==> config.mk <==
export PLATFORM = sky130hd
export DESIGN_NAME = ht_task_initiator_flat
export DESIGN_NICKNAME = d
export VERILOG_FILES = /design/src/rtl/hash_table_pkg.sv /design/src/rtl/ht_if.sv /design/src/rtl/ht_init_watchdog.sv /design/src/rtl/ht_task_initiator.sv /design/src/flat_wrapper.sv
export SDC_FILE = /design/constraint.sdc
export NUM_CORES = 1
export LEC_CHECK = 0
export BUFFER_PORTS_ARGS = -buffer_cell sky130_fd_sc_hd__clkbuf_2
export CAP_MARGIN = 20
export CORE_AREA = 2 2 114 116
export DETAILED_ROUTE_END_ITERATION = 10
export DIE_AREA = 0 0 116 118
export PLACE_DENSITY = 0.77
export SYNTH_ARGS = -nofsm -noshare
export SYNTH_HDL_FRONTEND = slang
export SYNTH_SLANG_ARGS = --single-unit
==> constraint.sdc <==
create_clock -name clk_i -period 7.08 [get_ports clk_i]
set_input_delay 0.708 -clock clk_i [delete_from_list [all_inputs] [get_ports clk_i]]
set_output_delay 0.708 -clock clk_i [all_outputs]
set_load 0.01 [all_outputs]
==> src/rtl/hash_table_pkg.sv <==
// Shared hash table types: commands, result codes, result bundle
// and the initiator FSM state encoding.
package hash_table;

  localparam int KEY_WIDTH   = 32;
  localparam int VALUE_WIDTH = 32;

  typedef enum logic [1:0] {
    CMD_SEARCH = 2'd0,
    CMD_INSERT = 2'd1,
    CMD_DELETE = 2'd2
  } ht_command_t;

  typedef enum logic [2:0] {
    SEARCH_FOUND                    = 3'd0,
    SEARCH_NOT_FOUND                = 3'd1,
    INSERT_SUCCESS                  = 3'd2,
    INSERT_SUCCESS_SAME_KEY         = 3'd3,
    INSERT_NOT_SUCCESS_TABLE_IS_FULL = 3'd4,
    DELETE_SUCCESS                  = 3'd5,
    DELETE_NOT_SUCCESS_NO_ENTRY     = 3'd6
  } ht_rescode_t;

  typedef struct packed {
    logic [KEY_WIDTH-1:0]   key;
    logic [VALUE_WIDTH-1:0] value;
    ht_command_t            cmd;
    ht_rescode_t            rescode;
  } ht_result_t;

  typedef enum logic [1:0] {
    RUN   = 2'd0,
    DRAIN = 2'd1,
    ERROR = 2'd2
  } ht_init_state_t;

  function automatic logic is_not_found(ht_rescode_t c);
    return (c == SEARCH_NOT_FOUND) ||
           (c == DELETE_NOT_SUCCESS_NO_ENTRY);
  endfunction

endpackage

==> src/rtl/ht_if.sv <==
// Task and result handshake interfaces between the initiator
// and the hash table pipeline.
interface ht_task_if;
  import hash_table::*;

  logic [KEY_WIDTH-1:0]   key;
  logic [VALUE_WIDTH-1:0] value;
  ht_command_t            cmd;
  logic                   valid;
  logic                   ready;

  modport master (
    output key, value, cmd, valid,
    input  ready
  );

  modport slave (
    input  key, value, cmd, valid,
    output ready
  );
endinterface

interface ht_res_if;
  import hash_table::*;

  ht_result_t result;
  logic       valid;
  logic       ready;

  modport master (
    output result, valid,
    input  ready
  );

  modport slave (
    input  result, valid,
    output ready
  );
endinterface

==> src/rtl/ht_init_watchdog.sv <==
// Lost-result watchdog: counts idle cycles while tasks are
// outstanding and flags a timeout at TIMEOUT_CYCLES-1.
module ht_init_watchdog #(
  parameter int TIMEOUT_CYCLES = 1024
) (
  input  logic clk_i,
  input  logic rst_i,
  input  logic inflight_nz_i,
  input  logic res_hs_i,
  input  logic clr_i,
  input  logic hold_i,
  output logic timeout_o
);

  localparam logic [15:0] LIMIT = 16'(TIMEOUT_CYCLES - 1);

  logic [15:0] timer_q, timer_d;

  always_comb begin
    timer_d = timer_q;
    if (clr_i) begin
      timer_d = '0;
    end else if (hold_i) begin
      timer_d = timer_q;
    end else if (res_hs_i || !inflight_nz_i) begin
      timer_d = '0;
    end else if (timer_q != LIMIT) begin
      timer_d = timer_q + 16'd1;
    end
  end

  assign timeout_o = !hold_i && inflight_nz_i &&
                     !res_hs_i && (timer_q == LIMIT);

  always_ff @(posedge clk_i or negedge rst_i) begin
    if (!rst_i) begin
      timer_q <= '0;
    end else begin
      timer_q <= timer_d;
    end
  end

endmodule

==> src/rtl/ht_task_initiator.sv <==
// Host-side hash table initiator with in-flight bound and timeout.
// Optional statistics counters: HT_TASK_INITIATOR_STATS_EN.
module ht_task_initiator
  import hash_table::*;
#(
  parameter int MAX_INFLIGHT   = 8,
  parameter int TIMEOUT_CYCLES = 1024
) (
  input  logic                   clk_i,
  input  logic                   rst_i,
  input  logic                   host_valid_i,
  output logic                   host_ready_o,
  input  ht_command_t            host_cmd_i,
  input  logic [KEY_WIDTH-1:0]   host_key_i,
  input  logic [VALUE_WIDTH-1:0] host_value_i,
  input  logic                   flush_i,
  input  logic                   clear_err_i,
  ht_task_if.master              ht_task_out,
  ht_res_if.slave                ht_res_in,
  output logic                   host_res_valid_o,
  input  logic                   host_res_ready_i,
  output ht_result_t             host_res_o,
  output logic [7:0]             inflight_o,
  output logic                   busy_o,
  output logic                   err_timeout_o,
  output logic                   err_unexpected_o
`ifdef HT_TASK_INITIATOR_STATS_EN
  ,
  output logic [31:0]            stat_tasks_o,
  output logic [31:0]            stat_results_o,
  output logic [31:0]            stat_not_found_o
`else
`endif
);

  localparam logic [7:0] MAX_IF = 8'(MAX_INFLIGHT);

  ht_init_state_t state_q, state_d;

  logic                   tv_q, tv_d;
  logic [KEY_WIDTH-1:0]   key_q;
  logic [VALUE_WIDTH-1:0] value_q;
  ht_command_t            cmd_q;
  logic [7:0]             inflight_q, inflight_d;
  logic                   err_to_q, err_to_d;
  logic                   err_un_q, err_un_d;

  logic host_hs, task_hs, pass, res_hs;
  logic fwd_hs, err_clr, timeout, in_err;

  assign in_err  = (state_q == ERROR);
  assign err_clr = in_err && clear_err_i;

  // Results only reach the host when something is outstanding.
  assign pass = !in_err && (inflight_q != 8'd0);
  assign ht_res_in.ready  = pass ? host_res_ready_i : 1'b1;
  assign host_res_valid_o = pass && ht_res_in.valid;
  assign host_res_o       = ht_res_in.result;
  assign res_hs = ht_res_in.valid && ht_res_in.ready;
  assign fwd_hs = pass && res_hs;

  assign host_ready_o = (state_q == RUN) &&
                        (inflight_q < MAX_IF) &&
                        (!tv_q || ht_task_out.ready);
  assign host_hs = host_valid_i && host_ready_o;
  assign task_hs = tv_q && ht_task_out.ready;

  assign ht_task_out.valid = tv_q;
  assign ht_task_out.key   = key_q;
  assign ht_task_out.value = value_q;
  assign ht_task_out.cmd   = cmd_q;

  assign inflight_o       = inflight_q;
  assign busy_o           = (inflight_q != 8'd0) || tv_q;
  assign err_timeout_o    = err_to_q;
  assign err_unexpected_o = err_un_q;

  ht_init_watchdog #(
    .TIMEOUT_CYCLES(TIMEOUT_CYCLES)
  ) u_wdog (
    .clk_i         (clk_i),
    .rst_i         (rst_i),
    .inflight_nz_i (inflight_q != 8'd0),
    .res_hs_i      (fwd_hs),
    .clr_i         (err_clr),
    .hold_i        (in_err),
    .timeout_o     (timeout)
  );

  always_comb begin
    state_d = state_q;
    unique case (state_q)
      RUN: begin
        if (timeout)      state_d = ERROR;
        else if (flush_i) state_d = DRAIN;
      end
      DRAIN: begin
        if (timeout) state_d = ERROR;
        else if (inflight_q == 8'd0 && !tv_q)
          state_d = RUN;
      end
      ERROR: begin
        if (clear_err_i)
          state_d = flush_i ? DRAIN : RUN;
      end
      default: state_d = RUN;
    endcase
  end

  always_comb begin
    inflight_d = inflight_q;
    unique case (1'b1)
      err_clr:             inflight_d = 8'd0;
      host_hs && !fwd_hs:  inflight_d = inflight_q + 8'd1;
      fwd_hs && !host_hs:  inflight_d = inflight_q - 8'd1;
      default: ;
    endcase
  end

  always_comb begin
    tv_d = tv_q;
    if (task_hs) tv_d = 1'b0;
    if (host_hs) tv_d = 1'b1;
    err_to_d = err_to_q;
    if (clear_err_i) err_to_d = 1'b0;
    if (timeout)     err_to_d = 1'b1;
    err_un_d = err_un_q;
    if (clear_err_i) err_un_d = 1'b0;
    if (ht_res_in.valid && inflight_q == 8'd0)
      err_un_d = 1'b1;
  end

  always_ff @(posedge clk_i or negedge rst_i) begin
    if (!rst_i) begin
      state_q    <= RUN;
      tv_q       <= 1'b0;
      key_q      <= '0;
      value_q    <= '0;
      cmd_q      <= CMD_SEARCH;
      inflight_q <= 8'd0;
      err_to_q   <= 1'b0;
      err_un_q   <= 1'b0;
    end else begin
      state_q    <= state_d;
      tv_q       <= tv_d;
      inflight_q <= inflight_d;
      err_to_q   <= err_to_d;
      err_un_q   <= err_un_d;
      if (host_hs) begin
        key_q   <= host_key_i;
        value_q <= host_value_i;
        cmd_q   <= host_cmd_i;
      end
    end
  end

`ifdef HT_TASK_INITIATOR_STATS_EN
  logic [31:0] st_tasks_q, st_res_q, st_nf_q;

  always_ff @(posedge clk_i or negedge rst_i) begin
    if (!rst_i) begin
      st_tasks_q <= '0;
      st_res_q   <= '0;
      st_nf_q    <= '0;
    end else if (clear_err_i) begin
      st_tasks_q <= '0;
      st_res_q   <= '0;
      st_nf_q    <= '0;
    end else begin
      if (task_hs) st_tasks_q <= st_tasks_q + 32'd1;
      if (fwd_hs)  st_res_q   <= st_res_q + 32'd1;
      if (fwd_hs && is_not_found(ht_res_in.result.rescode))
        st_nf_q <= st_nf_q + 32'd1;
    end
  end

  assign stat_tasks_o     = st_tasks_q;
  assign stat_results_o   = st_res_q;
  assign stat_not_found_o = st_nf_q;
`else
`endif

endmodule

==> src/flat_wrapper.sv <==
// flat-port wrapper written by rule: the top's interface ports become plain ports
module ht_task_initiator_flat import hash_table::*;
#(
  parameter int MAX_INFLIGHT   = 8,
  parameter int TIMEOUT_CYCLES = 1024
)
  (clk_i, rst_i, host_valid_i, host_ready_o, host_cmd_i, host_key_i, host_value_i, flush_i, clear_err_i, host_res_valid_o, host_res_ready_i, host_res_o, inflight_o, busy_o, err_timeout_o, err_unexpected_o, ht_task_out_key, ht_task_out_value, ht_task_out_cmd, ht_task_out_valid, ht_task_out_ready, ht_res_in_result, ht_res_in_valid, ht_res_in_ready);
  ht_task_if ht_task_out_i ();
  ht_res_if ht_res_in_i ();
  input  logic clk_i;
  input  logic rst_i;
  input  logic host_valid_i;
  output logic host_ready_o;
  input  ht_command_t host_cmd_i;
  input  logic [KEY_WIDTH-1:0] host_key_i;
  input  logic [VALUE_WIDTH-1:0] host_value_i;
  input  logic flush_i;
  input  logic clear_err_i;
  output logic host_res_valid_o;
  input  logic host_res_ready_i;
  output ht_result_t host_res_o;
  output logic [7:0] inflight_o;
  output logic busy_o;
  output logic err_timeout_o;
  output logic err_unexpected_o;
  output wire logic [$bits(ht_task_out_i.key)-1:0] ht_task_out_key;
  output wire logic [$bits(ht_task_out_i.value)-1:0] ht_task_out_value;
  output wire logic [$bits(ht_task_out_i.cmd)-1:0] ht_task_out_cmd;
  output wire logic [$bits(ht_task_out_i.valid)-1:0] ht_task_out_valid;
  input wire logic [$bits(ht_task_out_i.ready)-1:0] ht_task_out_ready;
  input wire logic [$bits(ht_res_in_i.result)-1:0] ht_res_in_result;
  input wire logic [$bits(ht_res_in_i.valid)-1:0] ht_res_in_valid;
  output wire logic [$bits(ht_res_in_i.ready)-1:0] ht_res_in_ready;
  assign ht_task_out_key = ht_task_out_i.key;
  assign ht_task_out_value = ht_task_out_i.value;
  assign ht_task_out_cmd = ht_task_out_i.cmd;
  assign ht_task_out_valid = ht_task_out_i.valid;
  assign ht_task_out_i.ready = ht_task_out_ready;
  assign ht_res_in_i.result = ht_res_in_result;
  assign ht_res_in_i.valid = ht_res_in_valid;
  assign ht_res_in_ready = ht_res_in_i.ready;
  ht_task_initiator #(.MAX_INFLIGHT(MAX_INFLIGHT), .TIMEOUT_CYCLES(TIMEOUT_CYCLES)) u_core (.clk_i(clk_i), .rst_i(rst_i), .host_valid_i(host_valid_i), .host_ready_o(host_ready_o), .host_cmd_i(host_cmd_i), .host_key_i(host_key_i), .host_value_i(host_value_i), .flush_i(flush_i), .clear_err_i(clear_err_i), .ht_task_out(ht_task_out_i), .ht_res_in(ht_res_in_i), .host_res_valid_o(host_res_valid_o), .host_res_ready_i(host_res_ready_i), .host_res_o(host_res_o), .inflight_o(inflight_o), .busy_o(busy_o), .err_timeout_o(err_timeout_o), .err_unexpected_o(err_unexpected_o));
endmodule
Yosys cells after proc, flatten, opt, wreduce, memory -nomap -nowiden
Index checks and enable logic that the tools add are counted.
{"block": "word_totals", "register_bits": 95, "out_inout_bits": 150}
{"block": "classes", "addsub": 3, "order_cmp": 1, "n_eq_ne": 8, "mux": 18, "n_reduce_logical": 33}
{"cell": "$mux 16", "n": 4}
{"cell": "$pmux 8 s3", "n": 1}
{"cell": "$add 16x1->16 const B", "n": 1}
{"cell": "$eq 16x10->1 const B", "n": 1}
{"cell": "$ne 16x10->1 const B", "n": 1}
{"cell": "$logic_and 1x1->1", "n": 15}
{"cell": "$mux 2", "n": 5}
{"cell": "$add 8x1->8 const B", "n": 1}
{"cell": "$logic_not 8->1", "n": 1}
{"cell": "$lt 8x4->1 const B", "n": 1}
{"cell": "$reduce_bool 8->1", "n": 1}
{"cell": "$sub 8x1->8 const B", "n": 1}
{"cell": "$mux 1", "n": 7}
{"cell": "$pmux 2 s3", "n": 1}
{"cell": "$reduce_bool 2->1", "n": 3}
{"cell": "$reduce_bool 3->1", "n": 2}
{"cell": "$logic_not 1->1", "n": 5}
{"cell": "$logic_or 1x1->1", "n": 3}
{"cell": "$ne 3x1->1 const B", "n": 1}
{"cell": "$ne 3x2->1 const B", "n": 1}
{"cell": "$reduce_and 3->1", "n": 1}
{"cell": "$eq 2x1->1 const B", "n": 1}
{"cell": "$eq 2x2->1 const B", "n": 1}
{"cell": "$logic_not 2->1", "n": 1}
{"cell": "other kinds (3)", "n": 3}

Depth between registers and ports, before layout
Gate-level depths: netlist (run 1).
{"block": "logic_depth", "ltp_word": 11, "ltp_mapped": 14}

Cells and area by module
From an unflattened synthesis (run 1), not the netlist that was laid out.
{"block": "unflattened", "cells_unflattened": 422, "hier_area_um2": 4879.7}
{"module": "ht_task_initiator", "n_inst": 1, "cells_per_inst": 298, "area_each_um2": 3872.5, "seq_area_each_um2": 1976.9}
{"module": "ht_init_watchdog", "n_inst": 1, "cells_per_inst": 124, "area_each_um2": 1007.2, "seq_area_each_um2": 400.4}

Least setup slack after synthesis (run 1)
No wires, ideal clock.
{"block": "synth_timing", "kind": "register -> register", "start": "register u_core.inflight_q[5] (netlist: u_core.inflight_o[5])", "end": "register u_core.inflight_q[7] (netlist: u_core.inflight_o[7])", "setup_ps": 121, "arrival_time_ps": 3006, "required_ps": 6959, "slack_ps": 3953, "path_stages_with_launch": 14, "path_buffers": 2, "synth_period_minus_slack_ps": 3127, "path_cell_list": "dfrtp_1 -> nor3_1 -> nand2_1 -> nor4_4 -> nand2_2 -> buf_6 -> buf_6 -> ha_1 -> ha_1 -> or4_1 -> o21ai_1 -> xnor2_1 -> o21bai_1 -> a22o_1"}
{"item": "start, declared", "line": "ht_task_initiator.sv:44", "rtl": "logic [7:0] inflight_q, inflight_d;"}
{"item": "start signal, assigned", "line": "ht_task_initiator.sv:146", "rtl": "inflight_q <= inflight_d;"}
{"item": "$lt 8x4->1 (*)", "line": "ht_task_initiator.sv:63", "rtl": "(inflight_q < MAX_IF) &&"}
{"item": "$logic_and 1x1->1 (*)", "line": "ht_task_initiator.sv:62", "rtl": "assign host_ready_o = (state_q == RUN) &&"}
{"item": "$logic_and 1x1->1 (*)", "line": "ht_task_initiator.sv:63"}
{"item": "net host_ready_o", "line": "flat_wrapper.sv:13", "rtl": "output logic host_ready_o;"}
{"item": "$logic_and 1x1->1 (*)", "line": "ht_task_initiator.sv:65", "rtl": "assign host_hs = host_valid_i && host_ready_o;"}
{"item": "$logic_not 1->1", "line": "ht_task_initiator.sv:115", "rtl": "fwd_hs && !host_hs: inflight_d = inflight_q - 8'd1;"}
{"item": "$logic_and 1x1->1", "line": "ht_task_initiator.sv:115"}
{"item": "$pmux 8 s3 or $reduce_bool 3->1 (tied branches)"}
The timed path passes the listed nets; every way through them passes the cells marked *.
A chain may end at the register's enable or synchronous reset.

Worst setup path after layout (run 1)
{"block": "layout_timing", "start": "register u_core.inflight_q[4] (netlist: u_core.inflight_o[4])", "end": "register u_core.inflight_q[6] (netlist: u_core.inflight_o[6])"}
{"block": "layout_via", "elab_chain_cells": 8}
{"item": "branches (longest 8 deep; another with $lt 8x4->1)"}
Several ways; the timed one is not identified.

==> results of run 1 <==
==> critical path: cells and delay by family (launching register included) <==
kind            cells  cell delay, ps
xor+xnor            1             170
compound gates      5             770
simple gates        4            1130
fa+ha+maj           2            1060
flops               1             440
==> synthesized netlist by cell type, drive strengths merged (4+ instances only) <==
cell type / count / share of area [%]
dfrtp: 95 / 50
buf: 78 / 12
mux2: 67 / 17
o21ai: 30 / 3.1
nand3: 18 / 1.9
nand2: 16 / 1.3
a21oi: 14 / 1.5
nor2: 13 / 1.0
ha: 8 / 2.1
nand4: 6 / 0.79
inv: 5 / 0.39
a31oi: 4 / 0.52
nor2b: 4 / 0.52
nor4: 4 / 0.84
o31ai: 4 / 0.63
==> power breakdown <==
part | total [mW] | leakage [nW] | switching [mW] | internal (mW)
registers | 0.911 | 1.19 | 0.148 | 0.763
clock network | 0.458 | 0.134 | 0.216 | 0.242
logic | 0.789 | 1.44 | 0.374 | 0.414
==> layout make-up <==
| cell class | count | area, µm² |
|---|---|---|
| timing repair buffer | 157 | 808 |
| fill | 1162 | 6930 |
| sequential | 95 | 2380 |
| clock buffer | 9 | 225 |
| multi-input combinational | 223 | 1780 |
| inverter | 5 | 18.8 |
| clock inverter | 7 | 53.8 |
| tap | 172 | 215 |
==> worst min path at each step <==
stage | to | slack, ps | cells past startpoint
2_1_floorplan | u_core.err_timeout_o$_DFFE_PN0P_ | 410 | 0
3_5_place_dp | u_core.u_wdog.timer_q[15]$_DFFE_PN0P_ | 470 | 1
4_1_cts | u_core.err_timeout_o$_DFFE_PN0P_ | 170 | 1
6_report | u_core.err_timeout_o$_DFFE_PN0P_ | 180 | 1
5_1_grt | u_core.err_timeout_o$_DFFE_PN0P_ | 180 | 1
3_3_place_gp | u_core.u_wdog.timer_q[15]$_DFFE_PN0P_ | 470 | 1
==> state kept, by name (all words and copies together), names as in the netlist <==
signal / count
u_core.ht_task_out.key: 32
u_core.ht_task_out.value: 32
u_core.u_wdog.timer_q: 16
u_core.inflight_o: 8
u_core.ht_task_out.cmd: 2
u_core.state_q: 2
u_core.err_timeout_o: 1
u_core.err_unexpected_o: 1
u_core.ht_task_out.valid: 1
==> metrics by stage <==
step | util, % | worst slack, ps | power [mW]
4_1_cts | 43.9 | 3320 | 2.18
6_report | 44.2 | 3370 | 2.16
3_5_place_dp | 41.7 | 3300 | 1.72
2_1_floorplan | - | 3950 | 1.42
3_3_place_gp | 41.7 | 3450 | 1.68
5_1_grt | 44.2 | 3110 | 2.31
==> per-layer routing <==
layer / track usage, % / part of all wire [%] / up-vias
met3: 3.86 / 7.1 / 42
li1: - / - / 1534
met5: 0 / 0 / -
met1: 16.8 / 41 / 1593
met4: 7.07 / 2.6 / 0
met2: 24.3 / 49 / 127
==> cells by family after synthesis <==
kind of cell / Yosys count
muxes: 67
xor gates and xnor gates: 5
and+or+nand+nor: 76
adders and majority gates: 9
buffers and inverters: 86
DFF: 95
AOI/OAI and AO/OA: 66
==> tab_implementation.tex, run 1 <==
\begin{tabular}{lr}
\hline
Metric & Value \\
\hline
\multicolumn{2}{l}{\textbf{Timing}} \\
Setup Total Neg Slack & 0 ps \\
Maximum clock frequency & 270 MHz \\
Setup repair after global routing missed its margin & false \\
Final Slew Violations & 0 \\
Worst Hold Slack & 182 ps \\
Max-slew headroom at the worst pin & 36.1\% \\
Period Utilization, post-route & 52.4\% \\
Post-layout minimum cycle time & 3710 ps \\
Count of endpoints failing setup in the final report & 0 \\
Clock Skews & 13.8 ps \\
Worst Max-Slew Pin Slew & 958 ps \\
Final hold vios & 0 \\
\multicolumn{2}{l}{\textbf{Yosys}} \\
Warning count from the yosys run & 0 \\
Primary flip-flop cell chosen by synthesis mapping & sky130\_fd\_sc\_hd\_\_dfrtp\_1 \\
Gate count of the mapped netlist & 404 \\
Multiplexer area fraction after synthesis & 17.2\% \\
Count of cell types in the netlist & 42 \\
Synthesized area & 4770 µm² \\
Main combinational cell family by area after synthesis & multiplexers \\
Average cell area after synthesis & 11.8 µm² \\
Area share of xor/xnor cells in the synthesized design & 0.918\% \\
Synthesized netlist net count & 556 \\
Number of enable flip-flop cells after synthesis & 0 \\
Share of synthesized cell area in and, or, nand and nor gates & 8.50\% \\
Number of synthesized register bits & 95 \\
Share of flip-flops with an asynchronous set or reset & 100\% \\
Share of the yosys chip area belonging to registers & 49.9\% \\
Synth Area in Compound Gates & 8.13\% \\
Area share of fa/ha/maj cells after synthesis & 2.52\% \\
\multicolumn{2}{l}{\textbf{Finish}} \\
Post-layout instance count excluding filler cells & 668 \\
Area Overhead vs Synth & 15.0\% \\
Leading cell type in the layout, fill and taps excluded & sky130\_fd\_sc\_hd\_\_clkbuf\_2 \\
Share of layout cells above drive strength 1 & 49.6\% \\
Antenna cells & 0 \\
Commonest cells after routing, fill and taps aside & 153 x sky130\_fd\_sc\_hd\_\_clkbuf\_2, 95 x sky130\_fd\_sc\_hd\_\_dfrtp\_1, 49 x sky130\_fd\_sc\_hd\_\_mux2\_2 \\
Finished layout cell area & 5480 µm² \\
Final net count & 643 \\
\multicolumn{2}{l}{\textbf{Die}} \\
Top-Level Pins & 293 \\
Effective utilization at floorplan & 38.4\% \\
Vert. Die Dim & 118 µm \\
Site row count & 41 \\
Die Width & 116 µm \\
Die footprint & 13700 µm² \\
Core box area & 12400 µm² \\
\multicolumn{2}{l}{\textbf{Drt}} \\
Average wire per standard cell & 14.8 µm \\
Total number of vias & 3296 \\
Post-DRT Antenna Nets & 0 \\
Detailed Routing Iterations Pass 1 & 4 \\
DR vias/cell & 4.93 \\
1st-iter DRT viols & 175 \\
Final wirelength & 9.89 mm \\
Number of remaining DRC errors & 0 \\
\multicolumn{2}{l}{\textbf{Clock tree}} \\
Number of buffers on the longest clock path & 2 \\
H-tree level count & 3 \\
Number of clock sinks & 95 \\
Number of hold-repair buffers added at the cts stage & 0 \\
Cells resized by post-CTS repair & 0 \\
Clock-pin transition on the worst setup and hold timing paths & 80 ps \\
Source-to-sink clock delay at the later pin of the worst-skew pair & 350 ps \\
Number of buffers created by CTS & 9 \\
CTS tree & yes \\
Buffers inserted by post-CTS timing repair & 0 \\
Buffer cell driving the clock tree root & sky130\_fd\_sc\_hd\_\_clkbuf\_16 \\
\multicolumn{2}{l}{\textbf{Power and ir drop}} \\
Leakage Power & 2.77 nW \\
Maximum vdd ir drop & 0.201 mV \\
Power density over the cells & 394 nW/µm² \\
\multicolumn{2}{l}{\textbf{Setup path}} \\
Nature of the critical path startpoint & flop \\
Critical Path, Cell by Cell & nor3\_1 > nand2\_1 > nor4\_4 > nand2\_4 > ha\_1 > fa\_1 > a21o\_1 > a21oi\_1 > o21bai\_1 > a21oi\_1 > xor2\_1 > o21ai\_0 \\
Minimum setup slack among reg-to-reg paths & 3370 ps \\
Capturing instance or port of the critical path & u\_core.inflight\_o[6]\$\_DFFE\_PN0P\_ \\
Crit path kind & reg2reg \\
Critical Path Source & u\_core.inflight\_o[4]\$\_DFFE\_PN0P\_ \\
Endpoint of the worst register-to-register path & u\_core.inflight\_o[6]\$\_DFFE\_PN0P\_ \\
Slowest stage delay, CP & 600 ps \\
Crit path max-delay cell type & sky130\_fd\_sc\_hd\_\_ha\_1 \\
Cell seen most often among critical-path stages & sky130\_fd\_sc\_hd\_\_a21oi\_1 \\
Crit path arrival time & 3920 ps \\
R2R Path Start & u\_core.inflight\_o[4]\$\_DFFE\_PN0P\_ \\
CP Capture Type & flop \\
Worst Path Required & 7290 ps \\
Maximum fanout along the worst path & 68 \\
FF-to-FF path depth & 12 \\
\multicolumn{2}{l}{\textbf{Flow run}} \\
Number of maximum-capacitance violations & 0 \\
\multicolumn{2}{l}{\textbf{Global routing}} \\
GRT Overall Usage & 14.4\% \\
Overflow after GRT & 0 \\
First-pass GRT wire length & 15.9 mm \\
Largest net degree at the start of global routing & 86 \\
Via count of the first global-routing pass & 3323 \\
Initial antenna violation count & 0 \\
\multicolumn{2}{l}{\textbf{Placed design}} \\
Detail Placement HPWL & 7.22 mm \\
Placed inst area & 5180 µm² \\
Gpl congestion & 0.900 \\
Buffers on Ports & 154 \\
Placed cell count & 650 \\
\multicolumn{2}{l}{\textbf{Run status}} \\
Status & finished, final reports clean \\
\multicolumn{2}{l}{\textbf{Worst hold path}} \\
Min-delay worst type & in2async \\
\hline
\end{tabular}
(Power assumes the default switching activity.)
==> inputs of run 2 (changes only) <==
--- a/config.mk
+++ b/config.mk
@@ -5,12 +5,13 @@
 export SDC_FILE = /design/constraint.sdc
 export NUM_CORES = 1
 export LEC_CHECK = 0
+export ABC_AREA = 1
 export BUFFER_PORTS_ARGS = -buffer_cell sky130_fd_sc_hd__clkbuf_2
 export CAP_MARGIN = 20
 export CORE_AREA = 2 2 114 116
 export DETAILED_ROUTE_END_ITERATION = 10
 export DIE_AREA = 0 0 116 118
-export PLACE_DENSITY = 0.77
+export PLACE_DENSITY = 0.8
 export SYNTH_ARGS = -nofsm -noshare
 export SYNTH_HDL_FRONTEND = slang
 export SYNTH_SLANG_ARGS = --single-unit
==> constraint.sdc (replaced) <==
create_clock -name clk_i -period 3.6 [get_ports clk_i]
set_input_delay 0.36 -clock clk_i [delete_from_list [all_inputs] [get_ports clk_i]]
set_output_delay 0.36 -clock clk_i [all_outputs]
set_load 0.01 [all_outputs]
==> run 2 against run 1 <==
  * Utilization grew 2.9 points
  * Total power grew 96%
  * Synthesized cell count grew 61%
  * Via count grew 33%
  * Cell area grew 6.5%
  * Global-route usage grew 4.8 points
  * Clock-buffer cell count grew 2
  * Fmax grew 39%
  * First-iteration DRC count grew 39%
  * Clock power grew 100%
  * Synthesized area grew 8.1%
  * Critical path type unchanged
  * Largest cell class unchanged
==> tab_implementation.tex, run 2 <==
\begin{tabular}{lr}
\hline
Metric & Value \\
\hline
\multicolumn{2}{l}{\textbf{Finish}} \\
Leading cell type in the layout, fill and taps excluded & sky130\_fd\_sc\_hd\_\_nand2\_1 \\
Finished layout cell area & 5840 µm² \\
Final net count & 880 \\
Share of layout cells above drive strength 1 & 25.8\% \\
Final standard cell utilization of the core & 47.0\% \\
Post-layout instance count excluding filler cells & 905 \\
Area Overhead vs Synth & 13.4\% \\
Area used by multi-input combinational logic & 2010 µm² \\
FF/Latch Area & 2380 µm² \\
Filler cell count in the final layout & 1269 \\
Commonest cells after routing, fill and taps aside & 221 x sky130\_fd\_sc\_hd\_\_nand2\_1, 153 x sky130\_fd\_sc\_hd\_\_clkbuf\_2, 97 x sky130\_fd\_sc\_hd\_\_nand3\_1 \\
\multicolumn{2}{l}{\textbf{Yosys}} \\
Gate count of the mapped netlist & 652 \\
Count of cell types in the netlist & 32 \\
Synthesized netlist net count & 804 \\
Average cell area after synthesis & 7.90 µm² \\
Share of the yosys chip area belonging to registers & 46.1\% \\
Leading post-synthesis cells by cell area & sky130\_fd\_sc\_hd\_\_dfrtp\_1 46\%, sky130\_fd\_sc\_hd\_\_nand2\_1 16\%, sky130\_fd\_sc\_hd\_\_buf\_4 11\% \\
Number of synthesized register bits & 95 \\
Top cell type's share of synthesized area & 46.1\% \\
Share of flip-flops with an asynchronous set or reset & 100\% \\
Dominant cell type by area after synthesis & sky130\_fd\_sc\_hd\_\_dfrtp\_1 \\
Most common cell in the netlist & sky130\_fd\_sc\_hd\_\_nand2\_1 \\
Commonest cells post-synth & 222 x sky130\_fd\_sc\_hd\_\_nand2\_1, 97 x sky130\_fd\_sc\_hd\_\_nand3\_1, 95 x sky130\_fd\_sc\_hd\_\_dfrtp\_1, 73 x sky130\_fd\_sc\_hd\_\_buf\_4, 37 x sky130\_fd\_sc\_hd\_\_nor2\_1 \\
Primary flip-flop cell chosen by synthesis mapping & sky130\_fd\_sc\_hd\_\_dfrtp\_1 \\
Synthesized area & 5150 µm² \\
Number of enable flip-flop cells after synthesis & 0 \\
Warning count from the yosys run & 0 \\
\multicolumn{2}{l}{\textbf{Setup path}} \\
Path length in cells of the critical path & 13 \\
FF-to-FF path depth & 13 \\
Crit path max-delay cell type & sky130\_fd\_sc\_hd\_\_dfrtp\_1 \\
Nature of the critical path startpoint & flop \\
Worst Path Required & 3830 ps \\
Maximum fanout along the worst path & 8 \\
Slowest stage delay, CP & 450 ps \\
Crit path arrival time & 2910 ps \\
Critical Path, Cell by Cell & nor2\_1 > nand2\_1 > nor2\_2 > nor2\_2 > inv\_1 > nor3\_1 > ha\_1 > ha\_1 > a21oi\_1 > nand3\_1 > or2\_2 > nand3\_1 > nand2\_1 \\
CP Capture Type & flop \\
Cell family contributing the most delay on the critical path & simple AND/OR/NAND/NOR gates \\
Crit path kind & reg2reg \\
Number of buffers and inverters on the critical path & 1 \\
\multicolumn{2}{l}{\textbf{Worst hold path}} \\
Hold path depth & 2 \\
Min-delay worst type & in2reg \\
\multicolumn{2}{l}{\textbf{Die}} \\
Site row count & 41 \\
Top-Level Pins & 293 \\
Vert. Die Dim & 118 µm \\
Die Width & 116 µm \\
Die footprint & 13700 µm² \\
Effective utilization at floorplan & 41.5\% \\
Core box area & 12400 µm² \\
\multicolumn{2}{l}{\textbf{Global routing}} \\
Via count of the first global-routing pass & 4078 \\
First-pass GRT wire length & 20.8 mm \\
GRT Overall Usage & 19.2\% \\
Initial antenna violation count & 1 \\
Overflow after GRT & 0 \\
Largest net degree at the start of global routing & 68 \\
\multicolumn{2}{l}{\textbf{Placed design}} \\
Pre-CTS setup slack & 955 ps \\
Gpl congestion & 0.845 \\
Buffers on Ports & 154 \\
Detail Placement HPWL & 9.18 mm \\
Placed inst area & 5540 µm² \\
Placed cell count & 888 \\
\multicolumn{2}{l}{\textbf{Timing}} \\
Count of endpoints failing setup in the final report & 0 \\
Slack of the critical path & 925 ps \\
Clock Skews & 9.39 ps \\
Setup Total Neg Slack & 0 ps \\
Max-slew headroom at the worst pin & 28.4\% \\
Setup repair after global routing missed its margin & false \\
Final hold vios & 0 \\
Final Slew Violations & 0 \\
Post-layout minimum cycle time & 2680 ps \\
Worst Max-Slew Pin Slew & 1070 ps \\
Period Utilization, post-route & 74.3\% \\
Maximum clock frequency & 374 MHz \\
Worst Hold Slack & 212 ps \\
\multicolumn{2}{l}{\textbf{Clock tree}} \\
Buffers inserted by post-CTS timing repair & 0 \\
Source-to-sink clock delay at the later pin of the worst-skew pair & 340 ps \\
Number of buffers on the longest clock path & 2 \\
Number of buffers created by CTS & 9 \\
H-tree level count & 3 \\
Clock-pin transition on the worst setup and hold timing paths & 60 ps \\
Cells resized by post-CTS repair & 0 \\
Number of clock sinks & 95 \\
Buffer cell driving the clock tree root & sky130\_fd\_sc\_hd\_\_clkbuf\_16 \\
CTS tree & yes \\
Number of hold-repair buffers added at the cts stage & 1 \\
\multicolumn{2}{l}{\textbf{Drt}} \\
Number of remaining DRC errors & 0 \\
Routed length on met3 & 1.01 mm \\
Detailed Routing Iterations Pass 1 & 4 \\
DR vias/cell & 4.83 \\
Final wirelength & 12.7 mm \\
1st-iter DRT viols & 243 \\
DR top layer & met4 \\
Total number of vias & 4369 \\
Total met2 wirelength after detailed routing & 5.97 mm \\
Average wire per standard cell & 14.0 µm \\
Post-DRT Antenna Nets & 0 \\
Routed length on met1 & 5.47 mm \\
\multicolumn{2}{l}{\textbf{Run status}} \\
Status & finished, final reports clean \\
\multicolumn{2}{l}{\textbf{Power and ir drop}} \\
Power density over the cells & 724 nW/µm² \\
Leakage Power & 3.26 nW \\
Maximum vdd ir drop & 0.330 mV \\
Total power & 4.23 mW \\
\multicolumn{2}{l}{\textbf{Flow run}} \\
Number of maximum-capacitance violations & 0 \\
\hline
\end{tabular}
[run 2: area by class of cell]
class | count | area share [%]
Clock inverter | 4 | 0.643
Sequential cell | 95 | 40.7
Clock buffer | 11 | 4.33
Multi-Input combinational cell | 430 | 34.4
Tap cell | 172 | 3.68
Antenna cell | 1 | 0.0428
Timing Repair Buffer | 160 | 14.1
Inverter | 32 | 2.10
[run 2: path summary, 6_finish.rpt]
| path | from | end | slack, ps |
|---|---|---|---|
| worst max-delay path | u_core.inflight_o[3]$_DFFE_PN0P_ | u_core.inflight_o[5]$_DFFE_PN0P_ | 920 |
| worst min-delay path | ht_task_out_ready | u_core.ht_task_out.valid$_DFFE_PN0P_ | 210 |
| worst max register to register | u_core.inflight_o[3]$_DFFE_PN0P_ | u_core.inflight_o[5]$_DFFE_PN0P_ | 920 |
| worst min register to register | u_core.ht_task_out.value[17]$_DFFE_PN0P_ | u_core.ht_task_out.value[17]$_DFFE_PN0P_ | 470 |
| max in group asynchronous | rst_i | u_core.inflight_o[5]$_DFFE_PN0P_ | 2330 |
| min in group asynchronous | rst_i | u_core.err_unexpected_o$_DFFE_PN0P_ | 490 |
[run 2: report_power, final]
group,internal (mW),switching (mW),total [mW]
registers,1.47,0.271,1.74
logic,0.605,0.947,1.55
clock network,0.512,0.419,0.932
[run 2: metal layers]
metal	vias to the layer above	GRT usage, %
li1	2156	-
met1	2018	25.3
met2	170	29.3
met3	25	6.13
met4	0	7.74
met5	-	0
[run 2: cells by family (layout without fill, tap and decap cells)]
family,count (synthesis),after routing,synth area share [%]
buffers and inverters,127,207,14.9
xor gates and xnor gates,10,10,1.70
DFF,95,95,46.1
and+or+nand+nor,382,382,31.8
adders and majority gates,9,9,2.33
other,0,1,0
AOI/OAI and AO/OA,29,29,3.13
==> inputs of run 3 (changes only) <==
==> constraint.sdc (replaced) <==
create_clock -name clk_i -period 2.59 [get_ports clk_i]
set_input_delay 0.259 -clock clk_i [delete_from_list [all_inputs] [get_ports clk_i]]
set_output_delay 0.259 -clock clk_i [all_outputs]
set_load 0.01 [all_outputs]
==> run 3 against run 2 <==
  * Sequential share of layout area shrank 1.1 points
  * Cell area grew 2.8%
  * Utilization grew 1.3 points
  * Setup slack lost 840 ps
  * Combinational power grew 52%
  * Clock-buffer cell count shrank 2
  * Cell count grew 0.88%
==> tab_implementation.tex, run 3 (synthesis gave the netlist of run 2 again) <==
\begin{tabular}{lr}
\hline
Metric & Value \\
\hline
\multicolumn{2}{l}{\textbf{Power and ir drop}} \\
Power density over the cells & 1010 nW/µm² \\
Proportion of power drawn by combinational gates & 38.7\% \\
Clock network power share & 21.5\% \\
P\_sw & 2.40 mW \\
Maximum vdd ir drop & 0.521 mV \\
Share of total power in sequential cells & 39.8\% \\
Leakage Power & 3.30 nW \\
Pint & 3.67 mW \\
Share of total power consumed by net switching & 39.5\% \\
\multicolumn{2}{l}{\textbf{Setup path}} \\
Nature of the critical path startpoint & flop \\
CP Capture Type & flop \\
Maximum fanout along the worst path & 6 \\
Worst Path Required & 2820 ps \\
Crit path kind & reg2reg \\
Crit path arrival time & 2740 ps \\
\multicolumn{2}{l}{\textbf{Placed design}} \\
Buffers on Ports & 154 \\
Pre-CTS setup slack & 55.5 ps \\
Detail Placement HPWL & 9.30 mm \\
Gpl congestion & 0.826 \\
\multicolumn{2}{l}{\textbf{Global routing}} \\
Largest net degree at the start of global routing & 68 \\
Initial antenna violation count & 1 \\
Via count of the first global-routing pass & 4322 \\
First-pass GRT wire length & 21.4 mm \\
GRT Overall Usage & 19.9\% \\
Overflow after GRT & 0 \\
\multicolumn{2}{l}{\textbf{Die}} \\
Effective utilization at floorplan & 41.5\% \\
Site row count & 41 \\
Vert. Die Dim & 118 µm \\
Die footprint & 13700 µm² \\
Core box area & 12400 µm² \\
Die Width & 116 µm \\
Top-Level Pins & 293 \\
\multicolumn{2}{l}{\textbf{Finish}} \\
Commonest cells after routing, fill and taps aside & 221 x sky130\_fd\_sc\_hd\_\_nand2\_1, 153 x sky130\_fd\_sc\_hd\_\_clkbuf\_2, 97 x sky130\_fd\_sc\_hd\_\_nand3\_1 \\
FF/Latch Area & 2380 µm² \\
Final net count & 888 \\
Area used by multi-input combinational logic & 2080 µm² \\
Share of layout cells above drive strength 1 & 27.9\% \\
Final standard cell utilization of the core & 48.3\% \\
Filler cell count in the final layout & 1253 \\
Area Overhead vs Synth & 16.5\% \\
Antenna cells & 0 \\
Leading cell type in the layout, fill and taps excluded & sky130\_fd\_sc\_hd\_\_nand2\_1 \\
\multicolumn{2}{l}{\textbf{Clock tree}} \\
Buffer cell driving the clock tree root & sky130\_fd\_sc\_hd\_\_clkbuf\_16 \\
Number of clock sinks & 95 \\
CTS tree & yes \\
Number of buffers created by CTS & 9 \\
Number of buffers on the longest clock path & 2 \\
H-tree level count & 3 \\
Clock-pin transition on the worst setup and hold timing paths & 70 ps \\
Source-to-sink clock delay at the later pin of the worst-skew pair & 350 ps \\
\multicolumn{2}{l}{\textbf{Drt}} \\
Post-DRT Antenna Nets & 0 \\
DR vias/cell & 4.93 \\
Number of remaining DRC errors & 0 \\
Total number of vias & 4501 \\
Average wire per standard cell & 14.3 µm \\
Final wirelength & 13.1 mm \\
1st-iter DRT viols & 221 \\
Detailed Routing Iterations Pass 1 & 4 \\
\multicolumn{2}{l}{\textbf{Timing}} \\
Maximum clock frequency & 399 MHz \\
Max-slew headroom at the worst pin & 53.1\% \\
Period Utilization, post-route & 96.7\% \\
Worst Max-Slew Pin Slew & 704 ps \\
Clock Skews & 11.4 ps \\
Post-layout minimum cycle time & 2500 ps \\
Count of endpoints failing setup in the final report & 0 \\
Final hold vios & 0 \\
Final Slew Violations & 0 \\
Slack of the critical path & 86.7 ps \\
\multicolumn{2}{l}{\textbf{Flow run}} \\
Number of maximum-capacitance violations & 0 \\
\multicolumn{2}{l}{\textbf{Worst hold path}} \\
Min-delay worst type & in2reg \\
\multicolumn{2}{l}{\textbf{Run status}} \\
Status & finished, final reports clean \\
\hline
\end{tabular}
==> run 3: path summary, 6_finish.rpt <==
path                                                          startpoint  cells past startpoint                                        to  slack [ps]
worst max-delay path                    u_core.inflight_o[5]$_DFFE_PN0P_                     16          u_core.inflight_o[7]$_DFFE_PN0P_          90
worst min-delay path                                   ht_task_out_ready                      2      u_core.ht_task_out.valid$_DFFE_PN0P_         120
worst max register to register          u_core.inflight_o[5]$_DFFE_PN0P_                     16          u_core.inflight_o[7]$_DFFE_PN0P_          90
worst min register to register  u_core.ht_task_out.value[24]$_DFFE_PN0P_                      2  u_core.ht_task_out.value[24]$_DFFE_PN0P_         470
max in group asynchronous                                          rst_i                      3   u_core.ht_task_out.value[5]$_DFFE_PN0P_        1510
min in group asynchronous                                          rst_i                      2          u_core.inflight_o[1]$_DFFE_PN0P_         500
==> run 3: per-layer routing <==
| layer | wire length, µm | vias to the layer above | GRT usage [%] | share of wire, % |
|---|---|---|---|---|
| met5 | 10 | - | 0 | 0.077 |
| met4 | 340 | 2 | 7.29 | 2.6 |
| met1 | 5300 | 2109 | 25.4 | 41 |
| met3 | 1190 | 30 | 8.08 | 9.1 |
| li1 | - | 2177 | - | - |
| met2 | 6230 | 183 | 30.3 | 48 |
==> run 3: what timing repair did <==
action / CTS / global route
buffers inserted: 0 / 3
setup endpoints to repair: 0 / 5
hold buffers: 1 / 0
gates resized for setup: 0 / 11
hold endpoints to repair: 47 / 0
==> run 3: critical path, cell delays in order (launching register included) <==
cell	delay [ps]
sky130_fd_sc_hd__dfrtp_2	440
sky130_fd_sc_hd__nor2_1	130
sky130_fd_sc_hd__nand2_2	120
sky130_fd_sc_hd__nor2_4	140
sky130_fd_sc_hd__nor2_2	60
sky130_fd_sc_hd__inv_1	120
sky130_fd_sc_hd__nor3_4	60
sky130_fd_sc_hd__ha_4	200
sky130_fd_sc_hd__buf_4	160
sky130_fd_sc_hd__ha_1	290
sky130_fd_sc_hd__nand3_1	100
sky130_fd_sc_hd__nand3_1	160
sky130_fd_sc_hd__nand4_1	140
sky130_fd_sc_hd__nand2_1	90
sky130_fd_sc_hd__nand2_1	50
sky130_fd_sc_hd__nand3_1	70
sky130_fd_sc_hd__nand2_1	50
==> run 3: layout make-up <==
cell class	instances	share of cell area, %
Clock buffer	9	3.75
Clock inverter	7	1.15
Inverter	32	2.04
Multi-Input combinational cell	430	34.7
Sequential cell	95	39.6
Tap cell	172	3.59
Timing Repair Buffer	168	15.1
==> run 3: power groups by stage <==
stage / logic [mW] / registers, mW / clock network, mW
after detailed placement: 2.30 / 2.41 / 0
after global routing: 2.61 / 2.49 / 1.40
after CTS: 2.29 / 2.40 / 1.33
final: 2.35 / 2.41 / 1.30
after global placement: 2.24 / 2.40 / 0
after floorplan: 1.14 / 2.66 / 0
==> run 3: stage by stage <==
step	std cells	hold slack, ps	power (mW)	cell area (µm²)	TNS [ps]
global placement	893	340	4.64	5600	0
global route	913	116	6.50	6000	-72.8
finish	913	121	6.06	6000	0
CTS	910	118	6.03	5910	0
detailed placement	893	344	4.70	5600	0
floorplan	652	-36.6	3.79	5150	0
